### src/rtl/elevator_pkg.sv
// Shared types and floor-mask helpers for the elevator car controller,
// stop memory and panel logic.
package elevator_pkg;

  localparam int NFLOORS = 4;

  typedef logic [1:0]         floor_t;
  typedef logic [NFLOORS-1:0] fmask_t;

  typedef enum logic [1:0] {IDLE, MOVE, ARRIVE, DOOR} state_t;

  function automatic fmask_t floor_bit(floor_t f);
    return fmask_t'(1) << f;
  endfunction

  function automatic fmask_t below_mask(floor_t f);
    return floor_bit(f) - fmask_t'(1);
  endfunction

  function automatic fmask_t above_mask(floor_t f);
    return ~(below_mask(f) | floor_bit(f));
  endfunction

  // Terminal floors have only one meaningful direction.
  function automatic logic is_end(floor_t f);
    return (f == floor_t'(0)) || (f == floor_t'(NFLOORS - 1));
  endfunction

endpackage

### src/rtl/elevator_timer.sv
// Loadable down-counter shared by travel and door dwell; hold freezes it.
module elevator_timer #(
  parameter int W = 7
) (
  input  logic         clk,
  input  logic         rst_n,
  input  logic         load,
  input  logic         hold,
  input  logic [W-1:0] load_val,
  output logic         zero
);

  logic [W-1:0] cnt_reg;

  always_ff @(posedge clk or negedge rst_n) begin
    if (!rst_n) begin
      cnt_reg <= '0;
    end else if (!hold) begin
      if (load) begin
        cnt_reg <= load_val;
      end else if (cnt_reg != '0) begin
        cnt_reg <= cnt_reg - 1'b1;
      end
    end
  end

  assign zero = (cnt_reg == '0);

endmodule

### src/rtl/elevator_motion_controller.sv
// Collective (SCAN) sequencing of a 4-floor car: motor, door and stop-clear
// strobes back to the stop memory. All outputs are registered.
module elevator_motion_controller
  import elevator_pkg::*;
#(
  parameter int TRAVEL_CYCLES = 100,
  parameter int DOOR_CYCLES   = 50
) (
  input  logic       clk,
  input  logic       rst_n,
  input  logic [3:0] stop_up,
  input  logic [3:0] stop_dn,
  input  logic       door_hold,
  input  logic       estop,
  output logic [1:0] cur_floor,
  output logic       dir_up,
  output logic       moving,
  output logic       door_open,
  output logic [3:0] clr_up,
  output logic [3:0] clr_dn,
  output logic       idle
);

  localparam int MAX_CYCLES = (TRAVEL_CYCLES > DOOR_CYCLES) ? TRAVEL_CYCLES : DOOR_CYCLES;
  localparam int TW = $clog2(MAX_CYCLES);
  localparam logic [TW-1:0] TRAVEL_LOAD = TW'(TRAVEL_CYCLES - 1);
  localparam logic [TW-1:0] DOOR_LOAD   = TW'(DOOR_CYCLES - 1);

  state_t  state_reg, state_next;
  floor_t  floor_next;
  logic    dir_next;
  logic    both_reg, both_next;
  fmask_t  pend;
  logic    here, above, below, ahead, same_hit, opp_hit;
  logic    tmr_load, tmr_zero;
  logic [TW-1:0] tmr_val;
  logic    both_eff;
  fmask_t  clr_up_next, clr_dn_next;

  assign pend     = stop_up | stop_dn;
  assign here     = pend[cur_floor];
  assign above    = |(pend & above_mask(cur_floor));
  assign below    = |(pend & below_mask(cur_floor));
  assign ahead    = dir_up ? above : below;
  assign same_hit = is_end(cur_floor) ? here : (dir_up ? stop_up[cur_floor] : stop_dn[cur_floor]);
  assign opp_hit  = dir_up ? stop_dn[cur_floor] : stop_up[cur_floor];

  always_comb begin
    state_next = state_reg;
    floor_next = cur_floor;
    dir_next   = dir_up;
    both_next  = both_reg;
    tmr_load   = 1'b0;
    tmr_val    = TRAVEL_LOAD;
    if (!estop) begin
      case (state_reg)
        IDLE: begin
          if (here) begin
            state_next = DOOR;
            both_next  = 1'b1;
            tmr_load   = 1'b1;
            tmr_val    = DOOR_LOAD;
          end else if ((dir_up & above) | (!dir_up & !below & above)) begin
            dir_next   = 1'b1;
            state_next = MOVE;
            tmr_load   = 1'b1;
          end else if (below) begin
            dir_next   = 1'b0;
            state_next = MOVE;
            tmr_load   = 1'b1;
          end
        end
        MOVE: begin
          if (tmr_zero) begin
            floor_next = dir_up ? cur_floor + 2'd1 : cur_floor - 2'd1;
            state_next = ARRIVE;
          end
        end
        ARRIVE: begin
          if (same_hit || (opp_hit && !ahead)) begin
            // A lone opposite-direction call at the end of the sweep turns the car here.
            dir_next   = same_hit ? dir_up : !dir_up;
            both_next  = 1'b0;
            state_next = DOOR;
            tmr_load   = 1'b1;
            tmr_val    = DOOR_LOAD;
          end else if (ahead) begin
            state_next = MOVE;
            tmr_load   = 1'b1;
          end else begin
            state_next = IDLE;
          end
        end
        DOOR: begin
          if (door_hold) begin
            tmr_load = 1'b1;
            tmr_val  = DOOR_LOAD;
          end else if (tmr_zero) begin
            state_next = IDLE;
          end
        end
        default: state_next = IDLE;
      endcase
    end
  end

  // Doors opened from IDLE, or at a terminal floor, serve both call buttons.
  always_comb begin
    clr_up_next = '0;
    clr_dn_next = '0;
    both_eff    = both_next | is_end(floor_next);
    if (state_next == DOOR && !estop) begin
      if (both_eff) begin
        clr_up_next = floor_bit(floor_next) & {NFLOORS{pend[floor_next]}};
        clr_dn_next = floor_bit(floor_next) & {NFLOORS{pend[floor_next]}};
      end else if (dir_next) begin
        clr_up_next = floor_bit(floor_next) & stop_up;
      end else begin
        clr_dn_next = floor_bit(floor_next) & stop_dn;
      end
    end
  end

  always_ff @(posedge clk or negedge rst_n) begin
    if (!rst_n) begin
      state_reg <= IDLE;
      cur_floor <= '0;
      dir_up    <= 1'b1;
      both_reg  <= 1'b0;
      moving    <= 1'b0;
      door_open <= 1'b0;
      idle      <= 1'b1;
      clr_up    <= '0;
      clr_dn    <= '0;
    end else begin
      state_reg <= state_next;
      cur_floor <= floor_next;
      dir_up    <= dir_next;
      both_reg  <= both_next;
      moving    <= (state_next == MOVE) && !estop;
      door_open <= (state_next == DOOR);
      idle      <= (state_next == IDLE);
      clr_up    <= clr_up_next;
      clr_dn    <= clr_dn_next;
    end
  end

  elevator_timer #(.W(TW)) u_timer (
    .clk      (clk),
    .rst_n    (rst_n),
    .load     (tmr_load),
    .hold     (estop),
    .load_val (tmr_val),
    .zero     (tmr_zero)
  );

endmodule

### config.mk
export PLATFORM = sky130hd
export DESIGN_NAME = elevator_motion_controller
export DESIGN_NICKNAME = d
export VERILOG_FILES = /design/src/rtl/elevator_pkg.sv /design/src/rtl/elevator_timer.sv /design/src/rtl/elevator_motion_controller.sv
export SDC_FILE = /design/constraint.sdc
export NUM_CORES = 1
export LEC_CHECK = 0
export ABC_AREA = 1
export BUFFER_PORTS_ARGS = -buffer_cell sky130_fd_sc_hd__clkbuf_2
export CELL_PAD_IN_SITES_DETAIL_PLACEMENT = 0
export CELL_PAD_IN_SITES_GLOBAL_PLACEMENT = 1
export CORE_MARGIN = 4
export CORE_UTILIZATION = 41
export CTS_CLUSTER_SIZE = 25
export DETAILED_ROUTE_END_ITERATION = 6
export PLACE_DENSITY_LB_ADDON = 0.1
export SYNTH_ARGS = -nofsm -noshare
export SYNTH_HDL_FRONTEND = slang
export SYNTH_SLANG_ARGS = --single-unit
### constraint.sdc
create_clock -name clk -period 2.6 [get_ports clk]
set_input_delay 0.26 -clock clk [delete_from_list [all_inputs] [get_ports clk]]
set_output_delay 0.26 -clock clk [all_outputs]
set_load 0.01 [all_outputs]
==> summary.md <==
| Metric | Value |
|---|---|
| WP data required | 2.80 ns |
| Routability congestion estimate | 0.8105 |
| RSZ-0062 raised after global routing | no |
| First-pass GRT wire length | 7.935 mm |
| I/O pin count | 26 |
| Area of the core | 4414 um2 |
| Max Clk Rate | 432.3 MHz |
| Max-cap violations | 0 |
| Skew final | 0.004909 ns |
| H-tree depth | 1 |
| Switch share | 0.4640 |
| Port bufs | 25 |
| Starting Density | 0.4291 |
| #FFs+latches synth | 24 |
| Slew @ Worst Pin | 0.6166 ns |
| Leading area contributor after synthesis | dfrtp_1 |
| Failing checks | hold timing |
| Syn Nets | 288 |
| Hold WS | -0.01548 ns |
| Switch Pwr | 954.7 uW |
| Yosys warning total | 0 |
| Post-synth EDFFs | 0 |
| Crit-path max FO | 7 |
| Die Y | 75.97 um |
| Post-synth ARST share | 1.000 |
| Pin count of the biggest net entering global routing | 25 |
| Setup crit start kind | register |
| Inserted Diodes | 0 |
| Synthesis-to-layout area growth | 13.47% |
| Root buffer cell | clkbuf_8 |
| Average cell area after synthesis | 7.148 um2 |
| Total GRT Usage | 0.1595 |
| Die Wd | 75.97 um |
| Clock period minus worst slack | 2.313 ns |
| Power share of the clock group | 0.160 |
| Sequential share of power | 0.289 |
| Synth top area cells | dfrtp_1, nand2_1, nand3_1, ha_1, nand4_1 |
| Top-count cell post-synth | nand2_1 |
| Final setup viols | 0 |
| Slew margin rel. | 0.5889 |
| CTS sink cnt | 24 |
| # DRC | 0 |
| Synth cell count leaders | nand2_1, nand3_1, nor2_1, dfrtp_1, inv_1 |
| Combinational power share | 0.551 |
| Leak | 0.001136 uW |
| Routed wire length | 4.453 mm |
| Max Slew Vio Count | 0 |
| Row count | 24 |
| Fill count | 465 |
| Int Pwr | 1103 uW |
| Antenna violations before repair | 0 |
| Post-synth cell types | 31 |
| Post-route clock period utilization | 0.8896 |
| CTS buffer count | 3 |
| Setup Total Neg Slack | 0 ns |
| Clk_lat worst skew | 0.27 ns |
| Fraction of layout instances using a drive strength above 1 | 0.2500 |
| Dominant synthesized flop cell | dfrtp_1 |
| Endpoints failing hold | 22 |
| Post-CTS setup buffers | 0 |
| PD cells | 957.3 nW/um2 |
| Layout Utilization | 0.4870 |
| DP HPWL | 3.586 mm |
| Post-Syn Area | 1894 um2 |
| CP Capture Type | register |
| Synth top area share | 0.2906 |
| Die ar. | 5771 um2 |
| Grt total ovfl | 0 |
| Wirelength per Cell | 12.94 um |
| CP arrival | 2.51 ns |
| Sequential share of the synthesized area | 0.3184 |
| Worst Hold Class | input port to async pin |
| Layout Nets | 316 |
| Maximum vdd drop | 0.2863 mV |
| R2R depth | 12 |
| CTS tree | done |
| CTS clock-pin slew for the worst setup and hold paths | 0.09 ns |
| DR vias/cell | 5.049 |
| Vias in the first global route | 1742 |
| Vias | 1737 |
| Post-route ant nets | 0 |
| Clock buffer depth | 2 |
| Max reg flops | 7 |
| Status | complete, but fails checks |
| DR iter-0 viols | 79 |
| Post-synthesis cell count | 265 |
| Pre-antenna DRT Iters | 4 |
| Crit Path Class | register to register |
power by group through the flow:
stage	registers, uW	logic, uW	clock network, uW
after floorplan	588	891	0
after global placement	602	1140	0
after detailed placement	602	1140	0
after CTS	595	1140	339
after global routing	613	1300	355
final	594	1130	329
worst max-delay path, stage by stage (launching register included):
cell and delay (ns):
dfrtp_1 0.39, inv_1 0.15, ha_1 0.19, nand3_2 0.13
nor2_4 0.15, nand3_2 0.10, xor2_2 0.31, ha_1 0.31
nand2_2 0.14, inv_2 0.09, nand2_1 0.07, nand4_1 0.09
nor2_1 0.11
layer usage:
| layer | track usage | vias to the layer above | wire, um |
|---|---|---|---|
| met1 | 0.2132 | 790 | 2105 |
| li1 | - | 914 | - |
| met5 | 0 | - | 0 |
| met3 | 0.02837 | 4 | 150 |
| met4 | 0.01957 | 0 | 14 |
| met2 | 0.2748 | 29 | 2182 |
cells in the final DEF (no fill, tap or decap):
cell type,Yosys,layout
a21oi_1,8,8
a21oi_2,1,1
a31oi_4,1,1
buf_4,0,1
bufinv_16,0,1
clkbuf_2,0,25
clkbuf_8,0,3
dfrtp_1,22,22
dfstp_2,2,2
ha_1,11,11
inv_1,22,22
inv_2,12,12
inv_6,1,1
nand2_1,74,74
nand2_2,10,10
nand2_4,1,1
nand2_8,1,1
nand3_1,33,33
nand3_2,8,8
nand3b_1,1,1
nand4_1,14,14
nor2_1,23,23
nor2_2,1,1
nor2_4,1,1
o21ai_0,5,5
o21ai_1,1,1
o21ai_2,1,1
o21bai_1,1,1
o21bai_2,1,1
o311ai_0,1,1
or2_4,1,1
xnor2_1,1,1
xor2_1,3,2
xor2_2,0,1
stage by stage:
stage	hold WS, ns	instances	total power [uW]	cell area (um2)	worst slack (ns)
finish	-0.01548	344	2058	2150	0.2869
global placement	0.3049	340	1747	2071	0.1633
detailed placement	0.3033	340	1740	2071	0.2387
global route	0.03296	344	2265	2150	0.04697
CTS	0.0007360	344	2079	2142	0.1805
floorplan	-0.03559	265	1480	1894	0.4651
layout make-up:
cell class	count	area (um2)	share of cell area
multi-input combinational	203	1141	0.5308
sequential	24	603.1	0.2806
inverter	35	136.4	0.06345
timing repair buffer	26	132.6	0.06170
tap	52	65.06	0.03027
clock buffer	3	41.29	0.01921
clock inverter	1	30.03	0.01397
final timing paths:
| kind | startpoint | end | slack (ns) |
|---|---|---|---|
| max | u_timer.cnt_reg[0] | clr_up[3] | 0.29 |
| min | rst_n | u_timer.cnt_reg[1] | -0.02 |
| max reg2reg | u_timer.cnt_reg[0] | clr_up[3] | 0.29 |
| min reg2reg | u_timer.cnt_reg[0] | u_timer.cnt_reg[0] | 0.51 |
| max in group asynchronous | rst_n | clr_dn[3] | 2.21 |
| min in group clk | stop_dn[1] | clr_dn[1] | 0.30 |
what timing repair did:
| item | in CTS | in global routing |
|---|---|---|
| setup endpoints to repair | 0 | 4 |
| gates resized for setup | 0 | 1 |
| hold buffers | 0 | 0 |
logic make-up (layout without fill, tap and decap cells):
kind of cell / Yosys count / count (layout) / synth area share
XOR/XNOR: 4 / 4 / 0.01850
flip-flops: 24 / 24 / 0.3184
buffers and inverters: 38 / 65 / 0.08322
AND/OR/NAND/NOR: 168 / 168 / 0.4353
AO/OA/AOI/OAI: 20 / 20 / 0.07199
adder cells (fa/ha/maj): 11 / 11 / 0.07265
Power figures use the tool's default switching activity.
